`config.mk`:
```
export PLATFORM = sky130hd
export DESIGN_NAME = instruction_loader
export DESIGN_NICKNAME = d
export VERILOG_FILES = /design/src/rtl/instruction_loader_pkg.sv /design/src/rtl/instruction_loader_byte_packer.sv /design/src/rtl/instruction_loader.sv
export SDC_FILE = /design/constraint.sdc
export NUM_CORES = 1
export LEC_CHECK = 0
export BUFFER_PORTS_ARGS = -buffer_cell sky130_fd_sc_hd__buf_2
export CAP_MARGIN = 0
export CELL_PAD_IN_SITES_DETAIL_PLACEMENT = 2
export CELL_PAD_IN_SITES_GLOBAL_PLACEMENT = 2
export CORE_UTILIZATION = 35
export CTS_BUF_LIST = sky130_fd_sc_hd__clkbuf_16
export DETAILED_ROUTE_END_ITERATION = 8
export GPL_ROUTABILITY_DRIVEN = 1
export PLACE_DENSITY_LB_ADDON = 0.1
export SYNTH_ARGS = -nofsm -noshare
export SYNTH_HDL_FRONTEND = slang
export SYNTH_SLANG_ARGS = --single-unit
```
`constraint.sdc`:
```
create_clock -name clock -period 5.7 [get_ports clock]
set_input_delay 0.285 -clock clock [delete_from_list [all_inputs] [get_ports clock]]
set_output_delay 0.285 -clock clock [all_outputs]
set_load 0.05 [all_outputs]
```
`src/rtl/instruction_loader_pkg.sv`:
```
// Shared definitions for the instruction-store write path: loader FSM states,
// store geometry and the big-endian byte-lane mapping used by loader and memory.
package instruction_loader_pkg;

    localparam int WORD_BYTES        = 4;
    localparam int DEFAULT_MEM_BYTES = 512;

    typedef enum logic [1:0] {
        IDLE    = 2'd0,
        COLLECT = 2'd1,
        WRITE   = 2'd2,
        FINISH  = 2'd3
    } state_t;

    // Byte at address offset 0 lives in word bits [31:24], offset 3 in [7:0].
    function automatic logic [7:0] lane_byte(input logic [31:0] word, input logic [1:0] offset);
        return word[8*(WORD_BYTES-1-int'(offset)) +: 8];
    endfunction

endpackage

```
`src/rtl/instruction_loader_byte_packer.sv`:
```
// Assembles four stream bytes MSB-first into one instruction word and flags
// the accept that completes it.
module byte_packer
    import instruction_loader_pkg::*;
(
    input  logic        clk,
    input  logic        rst_n,
    input  logic        clear,
    input  logic        accept,
    input  logic [7:0]  data,
    output logic [31:0] word,
    output logic        complete
);

    logic [1:0] index;

    assign complete = accept && (index == 2'(WORD_BYTES - 1));

    always_ff @(posedge clk or negedge rst_n) begin
        if (!rst_n) begin
            word  <= '0;
            index <= '0;
        end else if (clear) begin
            index <= '0;
        end else if (accept) begin
            word  <= {word[23:0], data};
            index <= index + 2'd1;
        end
    end

endmodule

```
`src/rtl/instruction_loader.sv`:
```
// Byte-stream loader for the instruction store: packs bytes into big-endian words,
// writes them one per instruction and stalls the CPU for the whole session.
module instruction_loader
    import instruction_loader_pkg::*;
#(
    parameter int MEM_BYTES  = DEFAULT_MEM_BYTES,
    parameter int ADDR_WIDTH = 32
) (
    input  logic                  clock,
    input  logic                  resetN,
    input  logic                  start,
    input  logic [ADDR_WIDTH-1:0] startAddress,
    input  logic [15:0]           wordCount,
    input  logic                  abort,
    input  logic [7:0]            byteIn,
    input  logic                  byteValid,
    output logic                  byteReady,
    output logic                  memWriteEnable,
    output logic [ADDR_WIDTH-1:0] memWriteAddress,
    output logic [31:0]           memWriteData,
    output logic                  cpuStall,
    output logic                  done,
    output logic                  error,
    output logic [7:0]            checksum
);

    localparam int SUM_W = ADDR_WIDTH + 2;

    state_t                state;
    logic [15:0]           remaining;
    logic [ADDR_WIDTH-1:0] start_aligned;
    logic [SUM_W-1:0]      end_addr;
    logic                  over_range;
    logic                  accept;
    logic                  word_done;
    logic                  pack_clear;

    // Two guard bits keep the end address from wrapping before the compare.
    assign start_aligned = {startAddress[ADDR_WIDTH-1:2], 2'b00};
    assign end_addr      = {2'b00, start_aligned} + {{(SUM_W-18){1'b0}}, wordCount, 2'b00};
    assign over_range    = end_addr > SUM_W'(MEM_BYTES);

    // Abort must win over a same-cycle accept or write, so it masks both strobes.
    assign byteReady      = (state == COLLECT) && !abort;
    assign memWriteEnable = (state == WRITE) && !abort;
    assign cpuStall       = (state != IDLE);
    assign accept         = byteValid && byteReady;
    assign pack_clear     = ((state == IDLE) && start) || (state == WRITE);

    byte_packer u_packer (
        .clk      (clock),
        .rst_n    (resetN),
        .clear    (pack_clear),
        .accept   (accept),
        .data     (byteIn),
        .word     (memWriteData),
        .complete (word_done)
    );

    always_ff @(posedge clock or negedge resetN) begin
        if (!resetN) begin
            state           <= IDLE;
            remaining       <= '0;
            memWriteAddress <= '0;
            checksum        <= '0;
            done            <= 1'b0;
            error           <= 1'b0;
        end else begin
            done <= 1'b0;
            case (state)
                IDLE: begin
                    if (start) begin
                        if (over_range) begin
                            error <= 1'b1;
                            done  <= 1'b1;
                        end else begin
                            error           <= 1'b0;
                            checksum        <= '0;
                            memWriteAddress <= start_aligned;
                            remaining       <= wordCount;
                            if (wordCount == 16'd0) begin
                                state <= FINISH;
                                done  <= 1'b1;
                            end else begin
                                state <= COLLECT;
                            end
                        end
                    end
                end
                COLLECT: begin
                    if (abort) begin
                        state <= FINISH;
                        done  <= 1'b1;
                    end else if (accept) begin
                        checksum <= checksum + byteIn;
                        if (word_done) state <= WRITE;
                    end
                end
                WRITE: begin
                    if (abort) begin
                        state <= FINISH;
                        done  <= 1'b1;
                    end else begin
                        memWriteAddress <= memWriteAddress + ADDR_WIDTH'(WORD_BYTES);
                        remaining       <= remaining - 16'd1;
                        if (remaining == 16'd1) begin
                            state <= FINISH;
                            done  <= 1'b1;
                        end else begin
                            state <= COLLECT;
                        end
                    end
                end
                FINISH:  state <= IDLE;
                default: state <= IDLE;
            endcase
        end
    end

endmodule

```
==> flow_summary.ini <==
[global_routing]
grt_start_max_net_pins = 62
grt_pass1_vias = 7658
grtUsageTotal = 0.279
grt_pass1_wl_mm = 42.6
antenna_violations_before_repair = 0
grt.overflow.total = 0

[cts]
clock-root-buffer = sky130_fd_sc_hd__clkbuf_16
numClockSinks = 92
ctsResizeCount = 0
number_of_buffers_created_by_cts = 9
cts_tree = yes
cts_max_path_buffers = 2
clk_pin_slew_worst_paths_ns = 0.08
cts-htree-levels = 3
clock_latency_ns = 0.36

[route]
average_wire_per_cell_in_the_routed_design_um = 22.9
drtPass1Iterations = 4
drtIter0Drc = 396
vias_per_cell = 6.14
dr_total_vias = 7192
remaining_drc_errors = 0
routed_wl_mm = 26.8
postRouteAntennaNets = 0

[cells_and_area]
finalInstanceArea_um2 = 7790
layout-drive-gt1-share = 0.201
area.growth.synth_to_final_pct = 16.4
nets = 1022
post_layout_nonfiller_instances = 1171
antennaDiodeCount = 0

[worst_setup_path]
path_class = input pin to flop
crit_path_end_kind = flop
worst-endpoint-required_ns = 6.00
worst_setup_path_start_kind = input pin
worst_ep_arrival_time_ns = 4.65
worst-path-max-fanout = 26

[logic_synthesis]
synth.ff_latch_count = 92
netlist_instances = 833
synthFlopType = sky130_fd_sc_hd__dfrtp_1
postSynth.asyncResetShare = 1.00
synth.cell_area_um2 = 6700
synth_edf_count = 0
post_synth.cell_area_avg_um2 = 8.04
synthesis_warning_total = 0
synth_cell_types = 74
ys_seq_area_frac = 0.344

[placement]
placedInstanceArea_um2 = 7480
dp.cells = 1154
buffer_ports.inserted = 133
routability_congestion_estimate_from_global_placement = 0.880
dpl.hpwl_mm = 20.0

[sta]
rsz0062_at_grt = false
worst_slew_margin_rel = 0.229
maxClockFrequency_mhz = 230
finClkSkew_ns = 0.00833
finalWorstPathRequiredPeriod_ns = 4.35
final.setup.tns_ns = 0
timing.final.setup_violations = 0
hold_viol_final = 0
timing.final.crit_share = 0.763
worst_slew_pin_slew_ns = 1.15
final_max_slew_viol_count = 0

[status]
status = complete, no violations

[worst_hold_path]
hp-class = input pin to flop

[die]
top_level_ports = 138
die_x_um = 140
std_cell_rows = 50
fp.dieH_um = 140
floorplan.initialDensity = 0.358
dieArea_um2 = 19700
floorplan.core_area_um2 = 18700

[power]
leakagePower_nw = 3.54
power_per_cell_area_nw_per_um2 = 530
max-vdd-ir-drop_uv = 239

[flow_run]
drv_cap = 0
state kept, by name (all words and copies together) (netlist names):
name / flops
remaining: 16
state: 2
done: 1
u_packer.index: 2
checksum: 8
u_packer.word: 32
memWriteAddress: 30
error: 1
synth_stat cells, types with 7 or more instances:
cell,n,area [um2]
sky130_fd_sc_hd__a31oi_1,15,93.8
sky130_fd_sc_hd__and3_1,14,87.6
sky130_fd_sc_hd__nor4_1,12,75.1
sky130_fd_sc_hd__nand2_1,170,638
sky130_fd_sc_hd__a21o_1,9,67.6
sky130_fd_sc_hd__nand3_1,36,180
sky130_fd_sc_hd__nor3_1,31,155
sky130_fd_sc_hd__o22ai_1,7,43.8
sky130_fd_sc_hd__o221ai_1,10,87.6
sky130_fd_sc_hd__a22o_1,8,70.1
sky130_fd_sc_hd__clkbuf_1,45,169
sky130_fd_sc_hd__o211ai_1,9,67.6
sky130_fd_sc_hd__dfrtp_1,92,2300
sky130_fd_sc_hd__a21oi_1,62,310
sky130_fd_sc_hd__o21ai_0,36,180
sky130_fd_sc_hd__o21a_1,8,60.1
sky130_fd_sc_hd__a2bb2oi_1,15,131
sky130_fd_sc_hd__ha_1,27,338
sky130_fd_sc_hd__o221ai_2,8,120
sky130_fd_sc_hd__a211oi_1,8,60.1
sky130_fd_sc_hd__nor2_1,50,188
sky130_fd_sc_hd__inv_1,15,56.3
sky130_fd_sc_hd__a22oi_1,10,75.1
sky130_fd_sc_hd__nand4_1,18,113
sky130_fd_sc_hd__xor2_1,8,70.1
what timing repair did:
| action | 4_1_cts | 5_1_grt |
|---|---|---|
| buffers inserted | 0 | 0 |
| hold buffers | 1 | 0 |
| endpoints found under the hold margin | 31 | 0 |
critical path: stages:
cell and delay, ns:
sky130_fd_sc_hd__buf_2 0.13, sky130_fd_sc_hd__ha_1 0.23, sky130_fd_sc_hd__fa_1 0.41, sky130_fd_sc_hd__a21o_1 0.24
sky130_fd_sc_hd__a221oi_4 0.45, sky130_fd_sc_hd__o21ai_1 0.18, sky130_fd_sc_hd__and3_1 0.23, sky130_fd_sc_hd__or4_1 0.48
sky130_fd_sc_hd__a2111oi_0 0.35, sky130_fd_sc_hd__and4_1 0.25, sky130_fd_sc_hd__buf_4 0.20, sky130_fd_sc_hd__nand2_4 0.23
sky130_fd_sc_hd__nand2_1 0.66, sky130_fd_sc_hd__o221a_2 0.31
report_power, final:
part / total [mW] / internal, mW / switching, mW
registers: 1.27 / 0.935 / 0.332
logic: 2.23 / 0.629 / 1.60
clock network: 0.631 / 0.311 / 0.320
total: 4.13 / 1.87 / 2.26
cell families (layout without fill, tap and decap cells):
group,Yosys count,in the layout,synth area share
compound gates,251,251,0.268
xor+xnor,13,13,0.0170
fa+ha+maj,29,29,0.0564
buf+inv,69,172,0.0450
flops,92,92,0.344
mux,7,7,0.0108
other cells,1,2,0.000560
simple gates,371,371,0.258
through the flow:
stage | power (mW) | utilization | hold WS (ns) | setup slack, ns
5_1_grt | 4.36 | 0.417 | 0.152 | 1.04
2_1_floorplan | 2.87 | - | -0.0106 | 2.02
3_3_place_gp | 3.39 | 0.400 | 0.282 | 1.05
6_report | 4.13 | 0.417 | 0.147 | 1.35
3_5_place_dp | 3.52 | 0.400 | 0.279 | 0.996
4_1_cts | 4.16 | 0.417 | 0.138 | 1.37
placed cells by master (no fill, tap or decap), types with 14 or more instances in the layout:
cell type | netlist | layout
sky130_fd_sc_hd__a21oi_1 | 62 | 62
sky130_fd_sc_hd__a2bb2oi_1 | 15 | 15
sky130_fd_sc_hd__a31oi_1 | 15 | 15
sky130_fd_sc_hd__and3_1 | 14 | 14
sky130_fd_sc_hd__buf_2 | 1 | 132
sky130_fd_sc_hd__dfrtp_1 | 92 | 92
sky130_fd_sc_hd__ha_1 | 27 | 27
sky130_fd_sc_hd__inv_1 | 15 | 15
sky130_fd_sc_hd__nand2_1 | 170 | 170
sky130_fd_sc_hd__nand3_1 | 36 | 36
sky130_fd_sc_hd__nand4_1 | 18 | 18
sky130_fd_sc_hd__nor2_1 | 50 | 50
sky130_fd_sc_hd__nor3_1 | 31 | 31
sky130_fd_sc_hd__o21ai_0 | 36 | 36
layout make-up:
type | instances | area [um2]
Multi-Input combinational cell | 673 | 4110
Fill cell | 2182 | 10900
Sequential cell | 92 | 2300
Clock inverter | 7 | 78.8
Inverter | 15 | 56.3
Clock buffer | 9 | 225
Tap cell | 234 | 293
Timing Repair Buffer | 141 | 731
path summary, 6_finish.rpt:
| kind | start | endpoint | slack, ns | cells after the start |
|---|---|---|---|---|
| max | wordCount[0] | memWriteAddress[2] | 1.35 | 14 |
| min reg2reg | u_packer.word[27] | u_packer.word[27] | 0.48 | 2 |
| max in group asynchronous | resetN | remaining[5] | 4.04 | 3 |
| min | byteIn[7] | u_packer.word[7] | 0.15 | 3 |
| min in group asynchronous | resetN | memWriteAddress[17] | 0.42 | 2 |
| max reg2reg | state[1] | memWriteAddress[2] | 2.12 | 9 |
metal layers:
| layer | share of wire | track usage |
|---|---|---|
| met1 | 0.45 | 0.359 |
| met2 | 0.48 | 0.473 |
| met3 | 0.039 | 0.0349 |
| met4 | 0.029 | 0.115 |
| met5 | 0 | 0 |
Note: power is estimated with default switching activity, not from simulation.
